**src/rtl/mode_selector.sv**
```systemverilog
// Mode pushbutton front end: synchronise, debounce, classify short/long
// presses and drive the registered mode_sel bus and its status pulses.
module mode_selector #(
    parameter int DEBOUNCE_CYCLES   = 1_000_000,
    parameter int LONG_PRESS_CYCLES = 200_000_000
) (
    input  logic       clk,
    input  logic       rst_n,
    input  logic       btn_mode,
    output logic [1:0] mode_sel,
    output logic       mode_changed,
    output logic       sw_rst,
    output logic       btn_level
);

    localparam int DBW = $clog2(DEBOUNCE_CYCLES + 1);
    localparam int HW  = $clog2(LONG_PRESS_CYCLES + 1);

    localparam logic [DBW-1:0] DB_MAX   = DBW'(DEBOUNCE_CYCLES - 1);
    localparam logic [HW-1:0]  HOLD_MAX = HW'(LONG_PRESS_CYCLES - 1);

    localparam logic [1:0] S_IDLE = 2'd0;
    localparam logic [1:0] S_HELD = 2'd1;
    localparam logic [1:0] S_LONG = 2'd2;

    localparam logic [1:0] M_CLK = 2'b00;
    localparam logic [1:0] M_SW  = 2'b01;
    localparam logic [1:0] M_TMR = 2'b10;

    logic [1:0]     sync_q;
    logic           btn_sync;
    logic           level_q;
    logic           press;
    logic [DBW-1:0] db_cnt;
    logic [1:0]     state, state_n;
    logic [HW-1:0]  hold_cnt, hold_n;
    logic           short_act, long_act;
    logic [1:0]     mode_n;
    logic           chg_n, swr_n;

    assign btn_sync = sync_q[1];
    assign press    = btn_level & ~level_q;

    always_ff @(posedge clk or negedge rst_n) begin
        if (!rst_n) begin
            sync_q <= 2'b00;
        end else begin
            sync_q <= {sync_q[0], btn_mode};
        end
    end

    // Level only moves after DEBOUNCE_CYCLES consecutive disagreeing samples
    always_ff @(posedge clk or negedge rst_n) begin
        if (!rst_n) begin
            btn_level <= 1'b0;
            level_q   <= 1'b0;
            db_cnt    <= '0;
        end else begin
            level_q <= btn_level;
            if (btn_sync != btn_level) begin
                if (db_cnt == DB_MAX) begin
                    btn_level <= btn_sync;
                    db_cnt    <= '0;
                end else begin
                    db_cnt <= db_cnt + 1'b1;
                end
            end else begin
                db_cnt <= '0;
            end
        end
    end

    always_comb begin
        state_n   = state;
        hold_n    = hold_cnt;
        short_act = 1'b0;
        long_act  = 1'b0;
        unique case (state)
            S_IDLE: begin
                if (press) begin
                    state_n = S_HELD;
                    hold_n  = '0;
                end
            end
            S_HELD: begin
                if (!btn_level) begin
                    short_act = 1'b1;
                    state_n   = S_IDLE;
                end else if (hold_cnt == HOLD_MAX) begin
                    long_act = 1'b1;
                    state_n  = S_LONG;
                end else begin
                    hold_n = hold_cnt + 1'b1;
                end
            end
            S_LONG: begin
                if (!btn_level) begin
                    state_n = S_IDLE;
                end
            end
            default: state_n = S_IDLE;
        endcase
    end

    // Unused code 11 falls back to clock mode on any press
    always_comb begin
        mode_n = mode_sel;
        chg_n  = 1'b0;
        swr_n  = 1'b0;
        if (short_act) begin
            chg_n = 1'b1;
            unique case (1'b1)
                (mode_sel == M_CLK): mode_n = M_SW;
                (mode_sel == M_SW):  mode_n = M_TMR;
                default:             mode_n = M_CLK;
            endcase
        end else if (long_act) begin
            unique case (1'b1)
                (mode_sel == M_SW):  swr_n = 1'b1;
                (mode_sel == M_CLK): chg_n = 1'b0;
                default: begin
                    mode_n = M_CLK;
                    chg_n  = 1'b1;
                end
            endcase
        end
    end

    always_ff @(posedge clk or negedge rst_n) begin
        if (!rst_n) begin
            state        <= S_IDLE;
            hold_cnt     <= '0;
            mode_sel     <= M_CLK;
            mode_changed <= 1'b0;
            sw_rst       <= 1'b0;
        end else begin
            state        <= state_n;
            hold_cnt     <= hold_n;
            mode_sel     <= mode_n;
            mode_changed <= chg_n;
            sw_rst       <= swr_n;
        end
    end

endmodule
```
**config.mk**
```make
export PLATFORM = sky130hd
export DESIGN_NAME = mode_selector
export DESIGN_NICKNAME = d
export VERILOG_FILES = /design/src/rtl/mode_selector.sv
export SDC_FILE = /design/constraint.sdc
export NUM_CORES = 1
export LEC_CHECK = 0
export ABC_AREA = 1
export CAP_MARGIN = 15
export CORE_MARGIN = 2
export CORE_UTILIZATION = 55
export CTS_CLUSTER_SIZE = 14
export DETAILED_ROUTE_END_ITERATION = 16
export PLACE_DENSITY = 0.71
export SYNTH_ARGS = -nofsm -noshare
export SYNTH_HDL_FRONTEND = slang
export SYNTH_SLANG_ARGS = --single-unit
export TNS_END_PERCENT = 1
```
**constraint.sdc**
```tcl
create_clock -name clk -period 2.5 [get_ports clk]
set_input_delay 0.375 -clock clk [delete_from_list [all_inputs] [get_ports clk]]
set_output_delay 0.375 -clock clk [all_outputs]
set_load 0.01 [all_outputs]
```
== Yosys cells after proc, flatten, opt, wreduce, memory -nomap -nowiden ==
Index checks and enable logic that the tools add are counted.
Operators by class
  add/subtract/negate cells: 2
  eq/ne operators: 12
  muxes and demuxes: 26
  bitwise gates (word level): 2
  reductions and logical operators: 9
Operator list (number)
  $mux 28: 3
  $pmux 28 s2: 1
  $mux 20: 2
  $add 28x1->28 const B: 1
  $eq 28x28->1 const B: 1
  $add 20x1->20 const B: 1
  $eq 20x20->1 const B: 1
  $mux 2: 7
  $mux 1: 11
  $ne 2x2->1 const B: 4
  $pmux 2 s3: 1
  $eq 2x1->1 const B: 2
  $logic_not 2->1: 2
  $pmux 2 s2: 1
  $reduce_and 2->1: 2
  $reduce_and 4->1: 1
  $reduce_bool 2->1: 2
  $ne 3x3->1 const B: 1
  $reduce_and 3->1: 1
  $eq 2x2->1 const B: 1
  $ne 2x1->1 const B: 1
  $reduce_or 2->1: 1
  $and 1x1->1: 1
  $ne 1x1->1: 1
  $not 1->1: 1
Word-level totals
  register bits after elaboration: 58
  input port bits: 3
  output and inout port bits: 5
  logic and storage cells: 60

== Logic depth before layout (Yosys ltp) ==
  depth after elaboration: 6
  gate-level depth with buffers: 11
  gate-level depth less buffers: 10

== Worst setup path after synthesis ==
No wires, ideal clock.
  path type: reg-to-reg
  from: reg hold_cnt[0]
  to: reg hold_cnt[10]
  library setup time: 0.116 ns
  arrival: 1.434 ns
  required time: 2.384 ns
  path slack: 0.950 ns
  stages on the path, launching flop included: 12
  path buffers: 1
  clock period less this slack: 1.550 ns
  path through: dfrtp_1 > ha_1 > nand2_2 > nor2_4 > nand2_4 > nor2_8 > nand2_1 > nand2_2 > nand2_2 > buf_6 > nand2_1 > nand2_1
On the way
  word-level cells in the longest chain between the ends: 4
  elaborated cells on any way between the ends: 7
  those cells by class: 1 x add/sub; 2 x eq/ne; 3 x mux; 1 x reduce/logical
RTL lines
  from (decl): RTL line 36  | logic [HW-1:0] hold_cnt, hold_n;
  from (signal assigned): RTL line 138  | hold_cnt <= hold_n;
  $add 28x1->28: RTL line 93  | hold_n = hold_cnt + 1'b1;
  $mux 28: RTL line 89  | end else if (hold_cnt == HOLD_MAX) begin
  $mux 28: RTL line 86  | if (!btn_level) begin
  $pmux 28 s2: RTL line 78  | unique case (state)
Parallel ways exist; a longest one is shown, timed or not. The select of a mux whose other input is x is not followed.
A chain may end at the register's enable or synchronous reset.

== Worst setup path after layout ==
  from: reg hold_cnt[0]
  to: reg hold_cnt[25]
The elaborated chain is that of the path after synthesis.

==> results by group <==
STA
  • Relative slew slack: 51.5%
  • RSZ-0062 raised after global routing: false
  • Final slew viol count: 0
  • Final hold vios: 0
  • Worst Skew: slightly below 0.005 ns
  • Crit share post-route: around three quarters
  • Setup Total Neg Slack: 0 ns
  • Final WS setup: 0.655 ns
  • Worst Tran Pin Value: between 0.7 and 0.8 ns
  • Period minus WS final: 1.84 ns
  • FMAX: approximately 540 MHz
  • Final setup fails: 0

Route
  • 1st-pass router iterations: 5
  • # DRC: 0
  • Vias per cell: roughly 5.2
  • Starting DRT DRC Count: approximately 180
  • Post-DRT Antenna Nets: 0
  • Vias: 2942
  • DR WL/cell: 13.4 µm
  • Routed wire length: about 7500 µm

GRT
  • Largest net degree at the start of global routing: 59
  • Vias in the first global route: ~2.8k
  • Initial antenna violation count: 0
  • Global-route usage over all layers: around a quarter
  • Overflow after GRT: 0
  • Global-route wire length before repair: between 10000 and 15000 µm

Synthesis
  • Syn Area/Cell: ~7.3 µm²
  • Syn_nets: about 470
  • Post-Syn Instances: roughly 470
  • Cell variety after synth: 31
  • Synth Register Bits: just under 60
  • Synthesized area: about 3400 µm²
  • Sequential area share after synthesis: 42.6%
  • Ys Warns: 0

Place
  • Place WS: ~0.67 ns
  • RePlAce Congestion: 0.929
  • Port Buf Inserts: 7
  • DP Wirelength: between 5000 and 6000 µm

Clocking
  • Worst-skew pair later-pin latency: ~0.34 ns
  • Root buf cell: clkbuf_8
  • Setup Fix Bufs, Post-CTS: 0
  • Cts bufs inserted: 9
  • CTS-repair resized insts: 0
  • Max clock buf depth: 2
  • H-tree levels: 3
  • Clk slew on worst S/H paths: around 0.070 ns
  • Hold-fix buffers, CTS: 0
  • CTS sink count: 58
  • CTS tree: yes

Final layout
  • Antenna Cells: 0
  • Area delta synth->final: 10.5%
  • Filler cell count: around 530
  • Share of layout cells above drive strength 1: approximately 8%
  • Nets: between 400 and 500

Run
  • Total of max-cap violations: 0

Worst setup path
  • Endpoint class of the critical path: register
  • Worst-path fanout max: 14
  • CP arrival: ~2.1 ns
  • Startpoint types: register
  • Worst Path Required: around 2.8 ns
  • CP Class: reg2reg

Floorplanning
  • Row count: 28
  • # IOs: 8
  • Initial Utilization: a little under three fifths
  • Die height: approximately 83 µm
  • Core area: between 5000 and 6000 µm²
  • Die area: 6840 µm²
  • Chip width: about 83 µm

Power
  • IR drop worst, VDD: ~0.42 mV
  • Leak pwr: between 0.0015 and 0.002 µW
  • PwrDens: 526 nW/µm²

Run status
  • Status: finished, final reports clean

Worst hold path
  • Worst hold path class: in2async
-- cells in the mapped netlist (all sizes together) --
library cell	number	area share, %
inv	45	5.0
nor2	95	13
a21oi	5	0.73
nand3	43	6.5
xor2	19	4.9
buf	4	1.2
a21boi	1	0.22
ha	2	0.73
a41oi	1	0.26
and2	3	0.55
a21o	2	0.44
o21ai	18	3.0
nand2	145	17
dfrtp	58	43
nor3	11	1.6
nand3b	1	0.22
nand4	6	1.1
and3	1	0.18
or2	1	0.18
xnor2	5	1.3
-- critical path, stage by stage, from the launching register on --
cell and delay (ns):
dfrtp_1 0.40, ha_1 0.20, nand2_2 0.09, nor2_4 0.17, nand2_4 0.12, nor2_8 0.12, nand2_1 0.07, nand2_2 0.13
nand2_2 0.20, o21ai_0 0.25
-- path summary, 6_finish.rpt --
kind	endpoint	startpoint	slack, ns	depth (start not counted)
min in group clk	sync_q[1]$_DFF_PN0_	sync_q[0]$_DFF_PN0_	0.36	0
max	hold_cnt[25]$_DFFE_PN0P_	hold_cnt[0]$_DFFE_PN0P_	0.66	9
min reg2reg	sync_q[1]$_DFF_PN0_	sync_q[0]$_DFF_PN0_	0.36	0
min	hold_cnt[14]$_DFFE_PN0P_	rst_n	0.17	2
max reg2reg	hold_cnt[25]$_DFFE_PN0P_	hold_cnt[0]$_DFFE_PN0P_	0.66	9
max in group asynchronous	db_cnt[6]$_DFF_PN0_	rst_n	1.85	2
-- cells by family (layout without fill, tap and decap cells) --
logic type | Yosys count | after routing | share of synthesized area, %
buffers and inverters | 49 | 69 | 6.24
DFF | 58 | 58 | 42.6
AOI/OAI and AO/OA | 27 | 27 | 4.63
adders and majority gates | 2 | 2 | 0.734
and+or+nand+nor | 306 | 306 | 39.6
xor gates and xnor gates | 24 | 24 | 6.17
-- sequential cells by signal (all words and copies together), names as in the netlist --
| signal | flops |
|---|---|
| btn_level | 1 |
| db_cnt | 20 |
| hold_cnt | 28 |
| level_q | 1 |
| mode_changed | 1 |
| mode_sel | 2 |
| state | 2 |
| sw_rst | 1 |
| sync_q | 2 |
-- cells in the final DEF (no fill, tap or decap), types with 2 or more instances in the layout --
cell type and n:
a21o_1 2, a21oi_1 5, and2_1 3, buf_4 2, bufinv_16 2, clkbuf_8 11
clkdlybuf4s50_1 6, clkinvlp_4 2, dfrtp_1 58, ha_1 2, inv_1 43, nand2_1 139
nand2_2 4, nand2_4 2, nand3_1 42, nand4_1 6, nor2_1 87, nor2_4 5
nor2_8 2, nor3_1 11, o21ai_0 9, o21ai_1 6, o21ai_2 3, xnor2_1 5
xor2_1 19
-- layout make-up --
class | instances | area [µm²] | share of cell area (%)
Sequential cell | 58 | 1450 | 38.5
Clock inverter | 4 | 75.1 | 1.99
Tap cell | 75 | 93.8 | 2.49
Multi-Input combinational cell | 359 | 1740 | 46.3
Clock buffer | 11 | 151 | 4.02
Inverter | 45 | 171 | 4.55
Timing Repair Buffer | 9 | 80.1 | 2.13
-- metrics by stage --
step           power [µW]  area (µm²)  hold WS, ns  cells  utilization, %
2_1_floorplan         977        3410       0.0794    466               -
3_3_place_gp         1000        3540        0.333    546            59.4
3_5_place_dp         1000        3540        0.343    546            59.4
4_1_cts              1990        3770        0.193    561            63.2
5_1_grt              2040        3770        0.257    561            63.2
6_report             1980        3770        0.165    561            63.2
-- layer usage --
| layer | vias up | share of wire [%] | GRT usage (%) | wire length, µm |
|---|---|---|---|---|
| li1 | 1500 | - | - | - |
| met3 | 21 | 3.3 | 4.57 | 250 |
| met5 | - | 0 | 0 | 0 |
| met2 | 70 | 48 | 41.5 | 3650 |
| met1 | 1351 | 45 | 31.5 | 3420 |
| met4 | 0 | 3.0 | 13.3 | 226 |
-- power breakdown --
group / leakage (µW) / internal [µW] / switching, µW / total (µW)
clock network: 0.000108 / 610 / 386 / 996
logic: 0.000806 / 8.17 / 27.6 / 35.8
registers: 0.000804 / 944 / 3.35 / 947
Power figures use the tool's default switching activity.
